$ cat config.mk
export PLATFORM = sky130hd
export DESIGN_NAME = capture_controller
export DESIGN_NICKNAME = d
export VERILOG_FILES = /design/src/rtl/capture_pkg.sv /design/src/rtl/capture_readout.sv /design/src/rtl/capture_controller.sv
export SDC_FILE = /design/constraint.sdc
export NUM_CORES = 1
export LEC_CHECK = 0
export ABC_AREA = 1
export CAP_MARGIN = 10
export CORE_UTILIZATION = 52
export DETAILED_ROUTE_END_ITERATION = 8
export GPL_TIMING_DRIVEN = 0
export PLACE_DENSITY = 0.85
export SLEW_MARGIN = 10
export SYNTH_ARGS = -nofsm -noshare
export SYNTH_HDL_FRONTEND = slang
export SYNTH_HIERARCHICAL = 1
export SYNTH_SLANG_ARGS = --single-unit
$ cat constraint.sdc
create_clock -name clk -period 2.38 [get_ports clk]
set_clock_uncertainty 0.2 [all_clocks]
set_input_delay 0.476 -clock clk [delete_from_list [all_inputs] [get_ports clk]]
set_output_delay 0.476 -clock clk [all_outputs]
set_load 0.1 [all_outputs]
$ cat src/rtl/capture_pkg.sv
// capture_pkg: state encoding and widths shared by the capture sequencer and
// its readout unit. ADDR_WIDTH normally comes from define.v; a fallback of 4
// applies when that file is not in the build.
`ifndef ADDR_WIDTH
`define ADDR_WIDTH 4
`endif

package capture_pkg;

    localparam int AW    = `ADDR_WIDTH;
    // The readout length must hold a full 2^AW window, hence one extra bit.
    localparam int LEN_W = AW + 1;

    typedef enum logic [2:0] {
        IDLE  = 3'd0,
        ARMED = 3'd1,
        POST  = 3'd2,
        DONE  = 3'd3,
        READ  = 3'd4
    } state_t;

endpackage

$ cat src/rtl/capture_readout.sv
// capture_readout: replays the circular buffer oldest-first over a
// valid/ready handshake. Loads its window on start, drops out on abort.
// Optional macro CAPTURE_TRIG_WAIT_PRIMED_EN forces the wrapped window.
`ifndef ADDR_WIDTH
`define ADDR_WIDTH 4
`endif

module capture_readout #(
    parameter int ADDR_WIDTH = `ADDR_WIDTH
) (
    input  logic                  clk,
    input  logic                  reset,
    input  logic                  start,
    input  logic                  abort,
    input  logic [ADDR_WIDTH-1:0] waddr,
    input  logic                  primed,
    input  logic                  rd_ready,
    output logic [ADDR_WIDTH-1:0] rd_addr,
    output logic                  rd_valid,
    output logic                  rd_last,
    output logic                  busy,
    output logic                  last_done
);

    localparam int LW = ADDR_WIDTH + 1;

    logic [LW-1:0]         remaining;
    logic [LW-1:0]         win_len;
    logic [ADDR_WIDTH-1:0] win_start;
    logic                  use_full;

    // Window selection: a wrapped buffer starts at the oldest sample (waddr).
    always_comb begin
`ifdef CAPTURE_TRIG_WAIT_PRIMED_EN
        use_full = 1'b1;
`else
        use_full = primed;
`endif
        win_len   = '0;
        win_start = '0;
        if (use_full) begin
            win_start          = waddr;
            win_len[ADDR_WIDTH] = 1'b1;
        end else begin
            win_len[ADDR_WIDTH-1:0] = waddr;
        end
    end

    assign busy      = rd_valid;
    assign last_done = rd_valid && rd_ready && rd_last;

    // Address/remaining registers advance only on an accepted handshake.
    always_ff @(posedge clk) begin
        if (!reset) begin
            rd_addr   <= '0;
            remaining <= '0;
            rd_valid  <= 1'b0;
            rd_last   <= 1'b0;
        end else if (abort) begin
            rd_valid <= 1'b0;
            rd_last  <= 1'b0;
        end else if (start) begin
            rd_addr   <= win_start;
            remaining <= win_len;
            rd_valid  <= (win_len != '0);
            rd_last   <= (win_len == LW'(1));
        end else if (rd_valid && rd_ready) begin
            if (rd_last) begin
                rd_valid <= 1'b0;
                rd_last  <= 1'b0;
            end else begin
                rd_addr   <= rd_addr + 1'b1;
                remaining <= remaining - 1'b1;
                rd_last   <= (remaining == LW'(2));
            end
        end
    end

endmodule

$ cat src/rtl/capture_controller.sv
// capture_controller: arms a capture, enables buffer writes, latches the
// trigger address, counts post-trigger samples and hands off to readout.
// Optional macro CAPTURE_TRIG_WAIT_PRIMED_EN: trigger waits for primed=1.
`ifndef ADDR_WIDTH
`define ADDR_WIDTH 4
`endif

module capture_controller
    import capture_pkg::*;
#(
    parameter int ADDR_WIDTH = `ADDR_WIDTH
) (
    input  logic                  clk,
    input  logic                  reset,
    input  logic                  arm,
    input  logic                  abort,
    input  logic                  trigger,
    input  logic [ADDR_WIDTH-1:0] post_count,
    input  logic [ADDR_WIDTH-1:0] waddr,
    input  logic                  primed,
    output logic                  wac_clear,
    output logic                  write_enable,
    output logic                  triggered,
    output logic                  done,
    output logic [ADDR_WIDTH-1:0] trig_addr,
    input  logic                  rd_start,
    output logic [ADDR_WIDTH-1:0] rd_addr,
    output logic                  rd_valid,
    input  logic                  rd_ready,
    output logic                  rd_last
);

    state_t                state;
    logic [ADDR_WIDTH-1:0] cnt;
    logic                  trig_ok;
    logic                  rd_go;
    logic                  rd_busy;
    logic                  rd_last_done;

    // A trigger only counts on a cycle that actually writes, so the trigger
    // sample is always in the buffer.
    always_comb begin
`ifdef CAPTURE_TRIG_WAIT_PRIMED_EN
        trig_ok = trigger && write_enable && primed;
`else
        trig_ok = trigger && write_enable;
`endif
    end

    assign rd_go = (state == DONE) && rd_start && !arm && !abort;

    // Capture sequencer with registered outputs.
    always_ff @(posedge clk) begin
        if (!reset) begin
            state        <= IDLE;
            cnt          <= '0;
            wac_clear    <= 1'b0;
            write_enable <= 1'b0;
            triggered    <= 1'b0;
            done         <= 1'b0;
            trig_addr    <= '0;
        end else begin
            wac_clear <= 1'b0;
            if (abort) begin
                state        <= IDLE;
                write_enable <= 1'b0;
                done         <= 1'b0;
            end else begin
                case (state)
                    IDLE: begin
                        if (arm) begin
                            state     <= ARMED;
                            wac_clear <= 1'b1;
                            triggered <= 1'b0;
                        end
                    end
                    ARMED: begin
                        // First ARMED cycle is the clear cycle; writes start after it.
                        write_enable <= 1'b1;
                        if (trig_ok) begin
                            trig_addr <= waddr;
                            triggered <= 1'b1;
                            cnt       <= post_count;
                            if (post_count == '0) begin
                                state        <= DONE;
                                write_enable <= 1'b0;
                                done         <= 1'b1;
                            end else begin
                                state <= POST;
                            end
                        end
                    end
                    POST: begin
                        cnt <= cnt - 1'b1;
                        if (cnt == ADDR_WIDTH'(1)) begin
                            state        <= DONE;
                            write_enable <= 1'b0;
                            done         <= 1'b1;
                        end
                    end
                    DONE: begin
                        if (arm) begin
                            state     <= ARMED;
                            wac_clear <= 1'b1;
                            triggered <= 1'b0;
                            done      <= 1'b0;
                        end else if (rd_start) begin
                            state <= READ;
                            done  <= 1'b0;
                        end
                    end
                    READ: begin
                        if (rd_last_done || !rd_busy) begin
                            state <= IDLE;
                        end
                    end
                    default: state <= IDLE;
                endcase
            end
        end
    end

    capture_readout #(
        .ADDR_WIDTH(ADDR_WIDTH)
    ) u_readout (
        .clk      (clk),
        .reset    (reset),
        .start    (rd_go),
        .abort    (abort),
        .waddr    (waddr),
        .primed   (primed),
        .rd_ready (rd_ready),
        .rd_addr  (rd_addr),
        .rd_valid (rd_valid),
        .rd_last  (rd_last),
        .busy     (rd_busy),
        .last_done(rd_last_done)
    );

endmodule

-- After elaboration in Yosys (flattened, before gate mapping)
Index checks and enable logic that the tools add are counted.
- logic and storage cells: 100
- output and inout bits: 14
- flip-flop bits (word level): 26
- reductions and logical operators: 29
- bitwise operators: 3
- equality and inequality tests: 15
- multiplexer cells: 39
- $add $sub $neg: 3
- operators with widths (cell ; count):
    2-to-1 mux 4 bit ; 6
    2-to-1 mux 1 bit ; 19
    2-to-1 mux 3 bit ; 6
    2-to-1 mux 5 bit ; 3
    one-hot mux 3 bit (5 select lines) ; 1
    != test 2 bit, second input constant ; 6
    AND reduction 5 bit ; 2
    AND reduction 3 bit ; 3
    one-hot mux 4 bit (2 select lines) ; 1
    nonzero test 2 bit ; 4
    equality test 3 x 2 -> 1 bit, second input constant ; 2
    logical AND 1 bit ; 6
    equality test 5 x 1 -> 1 bit, second input constant ; 1
    equality test 5 x 2 -> 1 bit, second input constant ; 1
    nonzero test 5 bit ; 1
    subtractor 5 x 1 -> 5 bit, second input constant ; 1
    adder 4 x 1 -> 4 bit, second input constant ; 1
    equality test 4 x 1 -> 1 bit, second input constant ; 1
    logical NOT 4 bit ; 1
    one-hot mux 1 bit (2 select lines) ; 2
    AND reduction 2 bit ; 2
    AND reduction 4 bit ; 1
    OR reduction 2 bit ; 2
    subtractor 4 x 1 -> 4 bit, second input constant ; 1
    other kinds (11) ; 15

-- Logic depth before layout (Yosys ltp)
- word-level depth: 6
- mapped depth: 13

-- By module
The synthesis kept the hierarchy.
- by module, submodules not included (module ; times used ; cells an instance ; sequential area each (sq um) ; area each (sq um)):
    capture_controller ; 1 ; 135 ; 300.3 ; 908.4
    capture_readout ; 1 ; 114 ; 220.2 ; 738.2

-- Least setup slack after synthesis
OpenSTA, ideal clock, no wires.
- path kind: register -> register
- from: reg write_enable
- to: reg trig_addr[0]
- arrival: 1736 ps
- stages on the path, launching flop included: 6
- setup time: 118 ps
- buffers on the path: 0
- setup slack: 326 ps
- cell sequence: dfxtp_1 -> nand2_1 -> nor3_2 -> inv_2 -> nor2_1 -> nor2_1
- cells in the longest elaborated chain, start to end: 2
- ends and longest elaborated chain (what ; line ; text):
    start: declaration ; capture_controller.sv:22 ; output logic write_enable,
    start signal: assignment ; capture_controller.sv:58 ; write_enable <= 1'b0;
    start signal: assignment ; capture_controller.sv:66 ; write_enable <= 1'b0;
    start signal: assignment ; capture_controller.sv:79 ; write_enable <= 1'b1;
    logical AND 1 bit ; capture_controller.sv:46 ; trig_ok = trigger && write_enable;
    AND reduction 3 bit (no line) ; - ;
    end signal: assignment ; capture_controller.sv:81 ; trig_addr <= waddr;
    end: declaration ; capture_controller.sv:25 ; output logic [ADDR_WIDTH-1:0] trig_addr,
Every way passes these cells.
A chain may end at the register's enable or synchronous reset.

-- Worst setup path after layout
- from: reg u_readout.rd_addr[0]
- to: out rd_addr[0]
- RTL lines (what ; line ; text):
    start: declaration ; capture_readout.sv:18 ; output logic [ADDR_WIDTH-1:0] rd_addr,
    start signal: assignment ; capture_readout.sv:63 ; rd_addr <= win_start;
    start signal: assignment ; capture_readout.sv:72 ; rd_addr <= rd_addr + 1'b1;
    end: declaration ; capture_controller.sv:27 ; output logic [ADDR_WIDTH-1:0] rd_addr,
No word-level cell between the ends.

==> impl_metrics.csv <==
group,metric,value,unit
placed_design,dpl.hpwl,2740,µm
sta,max_freq,432,MHz
sta,max-slew-margin-rel,36.6,%
worst_setup_path,critPathArrivalTime,1640,ps
cts,cts_buffers,3,
sta,rsz0062_at_grt,"false",
worst_setup_path,slowest_delay,880,ps
finish,antennaDiodeCount,0,
drt,vias,1645,
sta,drv_slew,0,
finish,layout_common_cells,"nand2_1, nor2_1, inv_1, dfxtp_1, o21ai_0",
power,power.leakage,0.000939,µW
floorplanning,rows,20,
power,vdd_drop_max,174,µV
finish,final_nets,304,
worst_setup_path,crit_required,1700,ps
worst_setup_path,cp_top_family,"buffers and inverters",
drt,finalWirelength,3560,µm
sta,setup_viol,0,
worst_setup_path,end_kind,"primary output",
drt,drc,0,
floorplanning,coreArea,3030,µm²
grt,antenna_found_initial,0,
sta,fin_tns_setup,0,ps
worst_setup_path,crit_slowest_cell,"dlygate4sd2_1",
power,p_switching,239,µW
finish,layout_commonest_cell,"nand2_1",
drt,wire_per_inst,11.0,µm
cts,clk_path_buf_depth,2,
synth,netlist_area,1650,µm²
drt,avgViaCountPerCell,5.06,
worst_setup_path,worst-path-buf-inv,1,
grt,grt_max_degree,15,
grt,grt_pass1_vias,1448,
drt,drtIter0Drc,135,
placed_design,gp_congestion,0.893,
cts,postCtsHoldBufs,0,
finish,fill_cells,288,
power,switching_share,29.4,%
cts,path_clk_slew,140,ps
floorplanning,die_w,58.3,µm
cts,clock-sinks,26,
worst_hold_path,hold_path.class,"reg -> reg",
synth,seq_area_frac_synth,31.6,%
sta,min_period,2320,ps
sta,min_period_over_period,97.3,%
power,powerDensity,409,nW/µm²
finish,areaGrowthSynthToFinish,21.0,%
run,drv_cap,0,
grt,grt_overflow,0,
sta,tightest_slew,955,ps
placed_design,pre_cts_ws,-3.25,ps
worst_setup_path,cp_max_fo,6,
cts,h-tree-depth,1,
floorplanning,die_area,3400,µm²
synth,syn_nets,270,
synth,avgSynthCellArea,6.61,µm²
cts,clock_latency,310,ps
synth,synthCells,249,
power,cell_internal_pwr,574,µW
cts,cts-root-buf,"clkbuf_4",
drt,ant_nets,0,
floorplanning,ioPinCount,30,
finish,fin_util,65.8,%
cts,post_cts_buffers,0,
floorplanning,start_util,54.4,%
power,clockPowerShare,22.1,%
sta,hold_viol,0,
grt,grt_first_pass_wirelength,5880,µm
sta,hold_slack,293,ps
placed_design,port_buffers,29,
floorplanning,die_h,58.3,µm
sta,timing.final.ws_setup,63.5,ps
synth,ys_types,29,
finish,postLayoutCellArea,1990,µm²
drt,first_pass_iters,4,
worst_setup_path,crit_type,"reg -> out",
power,combPwrFrac,21.9,%
synth,ys_seq_elements,26,
cts,cts_tree,"done",
power,p_seq_share,56.0,%
worst_setup_path,startpoint_type,"register",
synth,synth_warnings,6,
finish,drive_above_1_share,12.8,%
status,status,"finished, final reports clean",
grt,grt_usage,22.1,%
placed_design,placed_area,1990,µm²
worst_setup_path,path_cells,"dlygate4sd2_1",
==> flip-flops by register name, summed over array words and instances, names as in the netlist <==
| register | flops |
|---|---|
| u_readout/rd_addr | 4 |
| wac_clear | 1 |
| cnt | 4 |
| done | 1 |
| u_readout/busy | 1 |
| trig_addr | 4 |
| u_readout/rd_last | 1 |
| state | 3 |
| write_enable | 1 |
| triggered | 1 |
| u_readout/remaining | 5 |
==> per-stage QoR <==
step,std cells,power [µW]
after floorplan,249,585
after global placement,322,641
after detailed placement,322,644
after CTS,325,821
after global routing,325,859
final,325,814
==> repair_timing <==
action / 4_1_cts / 5_1_grt
setup endpoints to repair: 14 / 2
gates resized for setup: 15 / 3
gates cloned: 0 / 0
==> power by group through the flow <==
stage          Sequential (µW)  Combinational (µW)  Clock [µW]
6_report                   456                 179         180
5_1_grt                    457                 197         204
4_1_cts                    455                 178         188
3_5_place_dp               465                 179           0
3_3_place_gp               465                 176           0
2_1_floorplan              483                 102           0
==> cells in the mapped netlist <==
cell type,number,area (µm²)
dfxtp_1,26,521
inv_2,8,30.0
a31oi_1,1,6.26
nand2_2,4,25.0
o21bai_1,1,7.51
o22ai_1,1,6.26
nand3b_1,1,7.51
buf_6,2,22.5
nor2_4,1,11.3
nand2_1,51,191
o211ai_1,1,7.51
buf_4,3,22.5
nand3b_4,1,20.0
nand3_2,3,30.0
nand4_1,5,31.3
xnor2_1,2,17.5
a21oi_2,2,17.5
nor3_2,1,10.0
nor3_1,2,10.0
o21ai_1,3,15.0
nor2_1,43,161
o21ai_0,21,105
nand2_4,1,11.3
a21oi_1,14,70.1
nand3_4,2,35.0
ha_1,5,62.6
nand3_1,15,75.1
nor2_2,3,18.8
inv_1,26,97.6
==> worst min-delay path, stage by stage, from the launching register on <==
cell	delay [ps]
dfxtp_1	350
nor2_1	40
nor2_1	80
==> metal layers <==
metal	up-vias	share of wire, %	track usage, %
li1	869	-	-
met1	743	48	26.4
met2	29	48	40.2
met3	4	3.5	2.68
met4	0	1.0	8.50
met5	-	0	0
==> layout make-up <==
cell class / instances / area [µm²] / share of cell area [%]
Buffer: 5 / 45.0 / 2.26
Clock buffer: 3 / 22.5 / 1.13
Inverter: 34 / 128 / 6.41
Multi-Input combinational cell: 184 / 953 / 47.9
Sequential cell: 26 / 520 / 26.1
Tap cell: 44 / 55.1 / 2.76
Timing Repair Buffer: 29 / 268 / 13.4
==> final timing paths <==
path         slack, ps  cells past startpoint                 start                endpoint
max                 60                      1  u_readout/rd_addr[0]              rd_addr[0]
min                290                      2                  done                    done
max reg2reg        260                     11              state[0]  u_readout/remaining[2]
min reg2reg        290                      2                  done                    done
==> kinds of logic (layout without fill, tap and decap cells) <==
logic type | after synthesis | count (layout) | synth area share, %
flops | 26 | 26 | 31.6
compound gates | 44 | 44 | 14.3
xor+xnor | 2 | 2 | 1.06
simple gates | 133 | 133 | 38.8
buf+inv | 39 | 71 | 10.5
fa+ha+maj | 5 | 5 | 3.80
Power figures use the tool's default switching activity.
